==> config.mk <==
export PLATFORM = sky130hd
export DESIGN_NAME = hazard_forward_unit
export DESIGN_NICKNAME = d
export VERILOG_FILES = /design/src/rtl/hazard_forward_unit_pkg.sv /design/src/rtl/hazard_forward_unit_mul_scoreboard.sv /design/src/rtl/hazard_forward_unit.sv
export SDC_FILE = /design/constraint.sdc
export NUM_CORES = 1
export LEC_CHECK = 0
export CORE_ASPECT_RATIO = 1.4
export CORE_UTILIZATION = 36
export CTS_CLUSTER_DIAMETER = 150
export DETAILED_ROUTE_END_ITERATION = 8
export PLACE_DENSITY = 0.76
export SYNTH_ARGS = -nofsm -noshare
export SYNTH_HDL_FRONTEND = slang
export SYNTH_HIERARCHICAL = 1
export SYNTH_SLANG_ARGS = --single-unit
export TNS_END_PERCENT = 50
==> constraint.sdc <==
create_clock -name clk -period 2.5 [get_ports clk]
set_clock_uncertainty 0.15 [all_clocks]
set_input_delay 0.25 -clock clk [delete_from_list [all_inputs] [get_ports clk]]
set_output_delay 0.25 -clock clk [all_outputs]
set_load 0.005 [all_outputs]
==> src/rtl/hazard_forward_unit_pkg.sv <==
// Shared constants for the hazard/forwarding unit: EX operand select codes
// and the default register address width.
package hazard_forward_unit_pkg;

  localparam int REG_AW_DEF = 5;

  typedef enum logic [1:0] {
    FWD_RF  = 2'b00,
    FWD_WB  = 2'b01,
    FWD_MEM = 2'b10
  } fwd_sel_e;

endpackage

==> src/rtl/hazard_forward_unit_mul_scoreboard.sv <==
// Tracks the single in-flight multiply: countdown to writeback, its
// destination register, a busy flag and a done pulse aligned to the write.
module hazard_forward_unit_mul_scoreboard
  import hazard_forward_unit_pkg::*;
#(
  parameter int REG_AW      = REG_AW_DEF,
  parameter int MUL_LATENCY = 4,
  parameter int CNT_W       = 4
) (
  input  logic              clk,
  input  logic              rst,
  input  logic              issue,
  input  logic [REG_AW-1:0] dst,
  output logic              busy,
  output logic              done,
  output logic [REG_AW-1:0] rd
);

  logic [CNT_W-1:0] cnt;
  logic [CNT_W-1:0] cnt_next;

  always_comb begin
    cnt_next = cnt;
    if (issue)            cnt_next = CNT_W'(MUL_LATENCY);
    else if (cnt != '0)   cnt_next = cnt - 1'b1;
  end

  // done is registered from the next count so it is high exactly while cnt==1
  always_ff @(posedge clk or posedge rst) begin
    if (rst) begin
      cnt  <= '0;
      rd   <= '0;
      done <= 1'b0;
    end else begin
      cnt  <= cnt_next;
      done <= (cnt_next == CNT_W'(1));
      if (issue) rd <= dst;
    end
  end

  assign busy = (cnt != '0);

endmodule

==> src/rtl/hazard_forward_unit.sv <==
// Combined EX forwarding, load-use / branch-in-ID / multiplier hazard
// detection and branch flush control for the 5-stage pipeline.
module hazard_forward_unit
  import hazard_forward_unit_pkg::*;
#(
  parameter int REG_AW      = REG_AW_DEF,
  parameter int MUL_LATENCY = 4,
  parameter int CNT_W       = 4
) (
  input  logic              clk,
  input  logic              rst,
  input  logic [REG_AW-1:0] id_rs,
  input  logic [REG_AW-1:0] id_rt,
  input  logic              id_use_rs,
  input  logic              id_use_rt,
  input  logic              id_branch,
  input  logic              id_is_mul,
  input  logic [REG_AW-1:0] id_dst,
  input  logic              branch_taken,
  input  logic [REG_AW-1:0] ex_rs,
  input  logic [REG_AW-1:0] ex_rt,
  input  logic [REG_AW-1:0] ex_rd,
  input  logic              ex_reg_write,
  input  logic              ex_mem_read,
  input  logic [REG_AW-1:0] mem_rd,
  input  logic              mem_reg_write,
  input  logic              mem_mem_read,
  input  logic [REG_AW-1:0] wb_rd,
  input  logic              wb_reg_write,
  output logic [1:0]        forward_a,
  output logic [1:0]        forward_b,
  output logic              pc_write,
  output logic              if_id_write,
  output logic              id_ex_bubble,
  output logic              if_id_flush,
  output logic              mul_busy,
  output logic              mul_done,
  output logic [REG_AW-1:0] mul_rd
);

  localparam int NUM_OPS = 2;

  logic [NUM_OPS-1:0][REG_AW-1:0] ex_src;
  logic [NUM_OPS-1:0][1:0]        fwd;

  assign ex_src = {ex_rt, ex_rs};

  for (genvar i = 0; i < NUM_OPS; i++) begin : g_fwd
    logic [1:0] sel;
    always_comb begin
      sel = FWD_RF;
      if (mem_reg_write && mem_rd != '0 && mem_rd == ex_src[i])     sel = FWD_MEM;
      else if (wb_reg_write && wb_rd != '0 && wb_rd == ex_src[i])   sel = FWD_WB;
    end
    assign fwd[i] = sel;
  end

  assign forward_a = rst ? FWD_RF : fwd[0];
  assign forward_b = rst ? FWD_RF : fwd[1];

  function automatic logic rd_hit(input logic [REG_AW-1:0] r,
                                  input logic [REG_AW-1:0] rs,
                                  input logic [REG_AW-1:0] rt,
                                  input logic              use_rs,
                                  input logic              use_rt);
    return (r != '0) && ((use_rs && rs == r) || (use_rt && rt == r));
  endfunction

  logic hit_ex, hit_mem, hit_mul;
  logic load_use, branch_hz, mul_hz, stall, issue;

  assign hit_ex  = rd_hit(ex_rd,  id_rs, id_rt, id_use_rs, id_use_rt);
  assign hit_mem = rd_hit(mem_rd, id_rs, id_rt, id_use_rs, id_use_rt);
  assign hit_mul = rd_hit(mul_rd, id_rs, id_rt, id_use_rs, id_use_rt);

  assign load_use  = ex_mem_read & hit_ex;
  assign branch_hz = id_branch & ((ex_reg_write & hit_ex) | (mem_mem_read & hit_mem));
  // RAW on the mul result, structural (one mul in flight), and WAW on its dst
  assign mul_hz    = mul_busy & (hit_mul | id_is_mul | (id_dst == mul_rd && id_dst != '0));
  assign stall     = load_use | branch_hz | mul_hz;
  assign issue     = id_is_mul & ~stall & ~rst;

  always_comb begin
    pc_write     = 1'b1;
    if_id_write  = 1'b1;
    id_ex_bubble = 1'b0;
    if_id_flush  = 1'b0;
    if (rst || stall) begin
      pc_write     = 1'b0;
      if_id_write  = 1'b0;
      id_ex_bubble = 1'b1;
    end else begin
      if_id_flush  = branch_taken & id_branch;
    end
  end

  hazard_forward_unit_mul_scoreboard #(
    .REG_AW      (REG_AW),
    .MUL_LATENCY (MUL_LATENCY),
    .CNT_W       (CNT_W)
  ) u_mul_scoreboard (
    .clk   (clk),
    .rst   (rst),
    .issue (issue),
    .dst   (id_dst),
    .busy  (mul_busy),
    .done  (mul_done),
    .rd    (mul_rd)
  );

endmodule

==> reports/metrics.cfg <==
[status]
violations = setup timing
outcome = finished with violations

[grt]
met3_usage = 0.0352
antenna_found_initial = 0
grt_max_degree = 11
use_met2 = 0.509
grt_overflow_total = 0
grt_usage = 0.248
busiest_layer = met2
grt_pass1_wl_um = 7160
grt_pass1_vias = 1687
use_met1 = 0.238

[clocking]
cts_tree = done
cts.sinks = 10
worstSkewPairLatency_ns = 0.23
cts_buffer_depth = 2
cts_hold_buffers = 0
cts_buffers = 3
ctsHtreeMaxLevel = 1
clk_pin_slew_ns = 0.05
root_buffer = clkbuf_8

[timing]
hold_viol = 0
tightest_slew_ns = 0.380
fmax_mhz = 388
setup_viol = 2
fin_crit_sh = 1.03
slew_headroom = 0.744
fin_tns_setup_ns = -0.0821
rsz0062_at_grt = yes
maxSlewViolCount = 0
fin_ws_ns = -0.0795
period_minus_slack_ns = 2.58

[detailed_routing]
via_per_inst = 5.14
routedWlPerCell_um = 14.7
drt_first_pass_iters = 4
initialDrtViolationCount = 23
vias = 1562
drc_errors = 0
totalWireLength_um = 4480
detail-route-antenna-nets = 0

[worst_setup_path]
required_ns = 2.10
path_class = in -> out
critPathLaunchType = input port
cp-end-kind = primary output
crit_fanout = 4
crit_arrival_ns = 2.18

[layout]
drive_above_1_share = 0.295
diodes = 0
design_area_um2 = 2430
final_common_cell = clkdlybuf4s50_1
nNetsFinal = 318
final_cell_mix = 44 x clkdlybuf4s50_1, 42 x buf_4, 30 x xor2_1, 24 x xnor2_1, 14 x dlygate4sd2_1
areaGrowthSynthToFinish_pct = 84.5
fin_cells = 304

[synthesis]
syn_nets = 211
synth.avg_cell_area_um2 = 8.35
synth_edf_count = 0
yosys_warnings = 6
ys_seq_area_frac = 0.190
synth_flop_cell = dfrtp_1
async_flop_share = 1.00
synth_area_leader_cell = xor2_1
ys_ff_latch = 10
postSynthCellCount = 158
synth_cell_types = 39
syn_area_um2 = 1320
ys_top_cells_by_area = xor2_1 20%, dfrtp_1 19%, xnor2_1 17%, nor4_1 6.6%, mux2_2 4.3%
synth_top_area_frac = 0.199

[power_and_ir_drop]
total_power_w = 0.00152
p_leak_nw = 1.04
power_density_nw_per_um2 = 625
ir_drop_v = 0.000615

[die]
start_util = 0.383
core-area_um2 = 3440
die_x_um = 53.2
rows = 25
die_h_um = 73.6
dieArea_um2 = 3910
io_pins = 67

[placed_design]
finalWeightedCongestion = 0.951
dp_slack_ns = -0.561
placed_area_um2 = 2290
dp_cells = 295
post-dp-hpwl_um = 3600
io_buffers = 66

[run]
drv_cap = 0

[worst_hold_path]
hp-class = in -> async

sequential cells by signal, indices dropped and copies added (netlist names):
register / count
u_mul_scoreboard/cnt: 4
u_mul_scoreboard/rd: 5
u_mul_scoreboard/done: 1
critical path, cell delays in order:
cell	delay, ns
clkdlybuf4s15_1	0.18
or4_4	0.54
o211ai_1	0.17
o22a_2	0.22
buf_4	0.13
o22ai_4	0.08
or4_1	0.46
buf_2	0.14
cell type report:
type	count	area, um2
repair buffers	110	963
inverters	8	30.0
clock buffers	4	55.1
flip-flops and latches	10	250
well taps	40	50.0
fillers	293	1010
multi-input cells	132	1080
power breakdown:
group          internal (W)  switching [W]
sequential         0.000241      0.0000577
combinational      0.000602       0.000421
clock              0.000138      0.0000613
total              0.000981       0.000540
cell usage after synthesis (2+ instances only):
library cell / number
o221ai_1: 2
dfrtp_1: 10
inv_1: 8
nor3_1: 4
clkbuf_1: 5
and2_1: 2
mux2_2: 5
xor2_1: 30
xnor2_1: 25
o21ai_0: 2
nor4_1: 14
nand2_1: 7
a21oi_1: 3
o211ai_1: 2
nand3_1: 5
nand4_1: 2
or4_1: 4
nor2_1: 7
cell families after synthesis:
group | synth area share
xor gates and xnor gates | 0.365
AOI/OAI and AO/OA | 0.0968
muxes | 0.0503
DFF | 0.190
adders and majority gates | 0.00949
and+or+nand+nor | 0.234
buffers and inverters | 0.0541
what timing repair did:
action	CTS	global route
setup endpoints to repair	14	13
setup buffers	5	0
resized for setup	46	5
pin swaps	12	2
worst paths after layout:
check,start,endpoint,slack [ns],cells past startpoint
max,ex_rd[4],id_ex_bubble,-0.08,8
min,rst,u_mul_scoreboard/cnt[3],0.37,3
max reg2reg,u_mul_scoreboard/rd[0],u_mul_scoreboard/done,0,11
min reg2reg,u_mul_scoreboard/cnt[3],u_mul_scoreboard/cnt[3],0.49,3
max in group asynchronous,rst,u_mul_scoreboard/cnt[2],1.56,3
min in group clk,u_mul_scoreboard/cnt[3],u_mul_scoreboard/cnt[3],0.49,3
layer usage:
metal / wire [um] / share of wire
met5: 0 / 0
met4: 59 / 0.013
met3: 245 / 0.055
met2: 2540 / 0.57
met1: 1640 / 0.37
through the flow:
| stage | util | hold WS [ns] |
|---|---|---|
| 6_report | 0.707 | 0.367 |
| 2_1_floorplan | - | -0.0598 |
| 4_1_cts | 0.704 | 0.349 |
| 5_1_grt | 0.707 | 0.416 |
| 3_3_place_gp | 0.667 | 0.475 |
| 3_5_place_dp | 0.667 | 0.491 |
(Power assumes the default switching activity.)
